--- src/rtl/result_bcd_converter.sv ---
// Sequential binary-to-BCD converter (double dabble, one bit per clock) with valid/ready on both sides.
// Optional leading-zero mask output enabled by defining RESULT_BCD_BLANK_EN.
module result_bcd_converter #(
  parameter int WIDTH  = 32,
  parameter int DIGITS = 10
) (
  input  logic                  clk,
  input  logic                  rst,
  input  logic [WIDTH-1:0]      in_data,
  input  logic                  in_valid,
  output logic                  in_ready,
  output logic [4*DIGITS-1:0]   bcd,
  output logic                  out_valid,
  input  logic                  out_ready,
  output logic                  busy
`ifdef RESULT_BCD_BLANK_EN
  ,
  output logic [DIGITS-1:0]     blank
`endif
);

  localparam int BCD_W      = 4 * DIGITS;
  localparam int CNT_W      = $clog2(WIDTH + 1);
  localparam int MIN_DIGITS = (WIDTH * 30103 + 99999) / 100000;

  generate
    if (DIGITS < MIN_DIGITS) begin : g_digits_check
      $error("result_bcd_converter: DIGITS=%0d too small for WIDTH=%0d (need %0d)",
             DIGITS, WIDTH, MIN_DIGITS);
    end
  endgenerate

  typedef enum logic [1:0] {IDLE, SHIFT, DONE} state_t;

  state_t             state;
  logic [WIDTH-1:0]   bin;
  logic [BCD_W-1:0]   scratch;
  logic [BCD_W-1:0]   corrected;
  logic [BCD_W-1:0]   next_scratch;
  logic [CNT_W-1:0]   cnt;

  // Digits 5..9 become 8..12, so the 4-bit add never wraps.
  function automatic logic [3:0] add3(input logic [3:0] d);
    return (d >= 4'd5) ? d + 4'd3 : d;
  endfunction

  function automatic logic [BCD_W-1:0] correct_all(input logic [BCD_W-1:0] s);
    logic [BCD_W-1:0] r;
    r = s;
    for (int i = 0; i < DIGITS; i++) r[4*i +: 4] = add3(s[4*i +: 4]);
    return r;
  endfunction

`ifdef RESULT_BCD_BLANK_EN
  // Digit 0 is never blanked so a zero result still shows one "0".
  function automatic logic [DIGITS-1:0] lead_blank(input logic [BCD_W-1:0] v);
    logic [DIGITS-1:0] m;
    logic              seen;
    m    = '0;
    seen = 1'b0;
    for (int i = DIGITS - 1; i >= 1; i--) begin
      if (v[4*i +: 4] != 4'd0) seen = 1'b1;
      m[i] = !seen;
    end
    return m;
  endfunction
`endif

  always_comb begin
    corrected    = correct_all(scratch);
    next_scratch = BCD_W'({corrected, bin[WIDTH-1]});
  end

  always_ff @(posedge clk) begin
    if (rst) begin
      state     <= IDLE;
      in_ready  <= 1'b1;
      out_valid <= 1'b0;
      busy      <= 1'b0;
      bin       <= '0;
      scratch   <= '0;
      cnt       <= '0;
      bcd       <= '0;
`ifdef RESULT_BCD_BLANK_EN
      blank     <= '0;
`endif
    end else begin
      case (state)
        IDLE: begin
          if (in_valid) begin
            bin      <= in_data;
            scratch  <= '0;
            cnt      <= '0;
            state    <= SHIFT;
            in_ready <= 1'b0;
            busy     <= 1'b1;
          end
        end
        SHIFT: begin
          scratch <= next_scratch;
          bin     <= {bin[WIDTH-2:0], 1'b0};
          cnt     <= cnt + 1'b1;
          if (cnt == CNT_W'(WIDTH - 1)) begin
            state     <= DONE;
            busy      <= 1'b0;
            out_valid <= 1'b1;
            bcd       <= next_scratch;
`ifdef RESULT_BCD_BLANK_EN
            blank     <= lead_blank(next_scratch);
`endif
          end
        end
        DONE: begin
          if (out_ready) begin
            state     <= IDLE;
            out_valid <= 1'b0;
            in_ready  <= 1'b1;
          end
        end
        default: begin
          state     <= IDLE;
          in_ready  <= 1'b1;
          out_valid <= 1'b0;
          busy      <= 1'b0;
        end
      endcase
    end
  end

endmodule

--- config.mk ---
export PLATFORM = sky130hd
export DESIGN_NAME = result_bcd_converter
export DESIGN_NICKNAME = d
export VERILOG_FILES = /design/src/rtl/result_bcd_converter.sv
export SDC_FILE = /design/constraint.sdc
export NUM_CORES = 1
export LEC_CHECK = 0
export BUFFER_PORTS_ARGS = -buffer_cell sky130_fd_sc_hd__buf_2
export CORE_UTILIZATION = 52
export DETAILED_ROUTE_END_ITERATION = 10
export PLACE_DENSITY = 0.8
export SLEW_MARGIN = 0
export SYNTH_ARGS = -nofsm -noshare
export SYNTH_HDL_FRONTEND = slang
export SYNTH_SLANG_ARGS = --single-unit
--- constraint.sdc ---
create_clock -name clk -period 1.55 [get_ports clk]
set_clock_uncertainty 0.05 [all_clocks]
set_input_delay 0 -clock clk [delete_from_list [all_inputs] [get_ports clk]]
set_output_delay 0 -clock clk [all_outputs]
set_load 0.02 [all_outputs]
==> impl_metrics.env <==
export IMPL_p_switching_uw=1870
export IMPL_reg2reg_slack_ns=-0.02
export IMPL_clockPowerShare_pct=49.7
export IMPL_clk_pin_slew_worst_paths_ns=0.06
export IMPL_netlist_area_um2=5680
export IMPL_yosysWarningCount=0
export IMPL_grt_max_degree=30
export IMPL_reg2reg_depth=7
export IMPL_switching_share_pct=23.6
export IMPL_hpwl_um=9070
export IMPL_drcViolationCount=0
export IMPL_startpoint_type="flop"
export IMPL_tns_ns=-0.0282
export IMPL_dp_cells=853
export IMPL_violations="negative setup slack"
export IMPL_synth_cell_type_count=41
export IMPL_detailedPlace_worstSlack_ns=-0.0815
export IMPL_combPwrFrac_pct=8.6
export IMPL_clock_sinks=123
export IMPL_die_y_um=107
export IMPL_vias=5398
export IMPL_p_int_uw=6050
export IMPL_htree_levels=4
export IMPL_initialDrtViolationCount=360
export IMPL_syn_nets=698
export IMPL_synth_top_cell_by_area="dfxtp_1"
export IMPL_setup_slack_ns=-0.0207
export IMPL_slew_headroom_pct=66.2
export IMPL_fmax_ghz=0.637
export IMPL_syn_area_per_cell_um2=8.86
export IMPL_fillerInstances=651
export IMPL_path_class="flop to flop"
export IMPL_rows=37
export IMPL_yosysTopAreaCellShare_pct=43.3
export IMPL_async_reset_ff_share_pct=0
export IMPL_core_um2=10500
export IMPL_grt_pass1_wl_um=24800
export IMPL_power_density_nw_per_um2=999
export IMPL_layout_drive_gt1_share_pct=32.2
export IMPL_cts_root_buffer_cell="clkbuf_8"
export IMPL_ios=79
export IMPL_cts_buffers=17
export IMPL_synth_edf_count=0
export IMPL_whs_path_depth=4
export IMPL_viasPerCell=5.80
export IMPL_totalWireLength_um=16700
export IMPL_synthCells=641
export IMPL_crit_required_ns=1.91
export IMPL_crit_reg2reg_capture="bcd[19]"
export IMPL_setup_viol=3
export IMPL_crit_path_max_fanout=7
export IMPL_rsz0062_at_grt="true"
export IMPL_io_buffers=78
export IMPL_hold_class="primary input to flop"
export IMPL_syn2layout_area_growth_pct=39.6
export IMPL_fin_cells=930
export IMPL_synthTopCellsByCount="nor2_1, dfxtp_1, a21oi_1"
export IMPL_cts_buffer_depth=2
export IMPL_maxCapViolations=0
export IMPL_initial_core_util_pct=54.3
export IMPL_final_antenna_net_count=0
export IMPL_worstReg2RegStart="cnt[0]"
export IMPL_hold_ws_ns=0.276
export IMPL_n_antenna_cell=0
export IMPL_place_congestion=0.818
export IMPL_layout_nets=839
export IMPL_period_share_pct=101
export IMPL_vdd_drop_max_mv=0.881
export IMPL_grt_ovfl_total=0
export IMPL_drv_slew=0
export IMPL_die_w_um=107
export IMPL_grt_usage_pct=27.7
export IMPL_hold_violations=0
export IMPL_dr_pass1_iters=6
export IMPL_cts_tree="done"
export IMPL_dieArea_um2=11300
export IMPL_synth_ff_latch_count=123
export IMPL_first_global_vias=5341
export IMPL_avgRoutedWirePerCell_um=17.9
export IMPL_hold_start="out_ready"
export IMPL_synth_ff_type="dfxtp_1"
export IMPL_synth_area_leaders="dfxtp_1, nor2_1, ha_1"
export IMPL_hold_path_endpoint="in_ready"
export IMPL_seqPwrFrac_pct=41.8
export IMPL_finalCriticalPeriod_ns=1.57
export IMPL_crit_path_end_kind="flop"
export IMPL_antenna_found_initial=0
export IMPL_clock_latency_ns=0.53
export IMPL_yosysMostFrequentCell="nor2_1"
export IMPL_cp_arrival_ns=1.93
export IMPL_ys_seq_area_share_pct=43.3
export IMPL_status="finished, violations left"
export IMPL_worst_pin_slew_ns=0.507
export IMPL_leakage_uw=0.00326
-- layout by cell type, fill, tap and decap left out, types with 22 or more instances in the layout --
cell	count
a21oi_1	26
a2bb2oi_1	28
buf_2	77
buf_4	40
dfxtp_1	108
dlygate4sd3_1	35
nand2b_1	25
nor2_1	124
nor3_1	29
nor3b_1	22
-- layout make-up --
class	count	area [um^2]	share of cell area [%]
multi-input combinational	453	3320	41.8
sequential	123	2480	31.3
timing repair buffer	165	1300	16.4
clock buffer	20	435	5.49
tap	136	170	2.15
clock inverter	11	145	1.83
inverter	22	82.6	1.04
-- worst max-delay path by stage --
stage,from,to,depth (start not counted)
after global placement,cnt[0],bcd[0],6
after global routing,scratch[13],scratch[14],6
final,cnt[0],bcd[19],7
after floorplan,state[1],bcd[11],8
after detailed placement,scratch[29],bcd[30],6
after CTS,scratch[0],bcd[1],7
-- timing repair --
action	in CTS	in global routing
cloned	0	4
setup buffers	0	7
pin swaps	6	16
resized for setup	22	78
setup endpoints to repair	38	70
hold buffers	35	0
hold endpoints to repair	55	0
-- flip-flops by register name (all words and copies together), names as in the netlist --
| signal | flops |
|---|---|
| scratch | 40 |
| cnt | 6 |
| busy | 1 |
| out_valid | 1 |
| bcd | 40 |
| in_ready | 1 |
| state | 2 |
| bin | 32 |
-- layer usage --
layer	vias to the layer above	track usage [%]	wire length, um	share of wire (%)
met4	0	12.0	452	2.7
li1	2539	-	-	-
met2	206	48.6	8670	52
met3	49	7.48	802	4.8
met1	2604	31.5	6730	40
met5	-	0	0	0
-- critical path, cell delays in order (launching register included) --
cell     delay [ns]
dfxtp_2        0.35
ha_4           0.15
nand3_4        0.08
nor3_4         0.22
buf_12         0.17
buf_12         0.14
mux2i_2        0.22
nor2_1         0.06
-- power groups by stage --
stage | sequential [uW] | combinational (uW) | clock, uW
floorplan | 3360 | 378 | 0
global placement | 3360 | 534 | 0
detailed placement | 3370 | 553 | 0
CTS | 3300 | 627 | 3930
global route | 3310 | 735 | 4090
finish | 3310 | 678 | 3940
-- stage by stage --
step / total power, uW / instance area [um^2] / util [%]
after detailed placement: 3920 / 6400 / 61.2
after floorplan: 3740 / 5690 / -
after CTS: 7860 / 7400 / 70.8
final: 7920 / 7930 / 75.8
after global routing: 8140 / 7930 / 75.8
after global placement: 3900 / 6400 / 61.2
-- cell families (layout without fill, tap and decap cells) --
kind of cell	Yosys count	in the layout	synth area share [%]
xor gates and xnor gates	10	10	1.54
and+or+nand+nor	242	242	20.9
muxes	15	15	2.78
buffers and inverters	65	218	5.37
AOI/OAI and AO/OA	165	165	21.4
adders and majority gates	21	21	4.63
DFF	123	123	43.3
No activity file was read; power rests on OpenSTA's default activity.
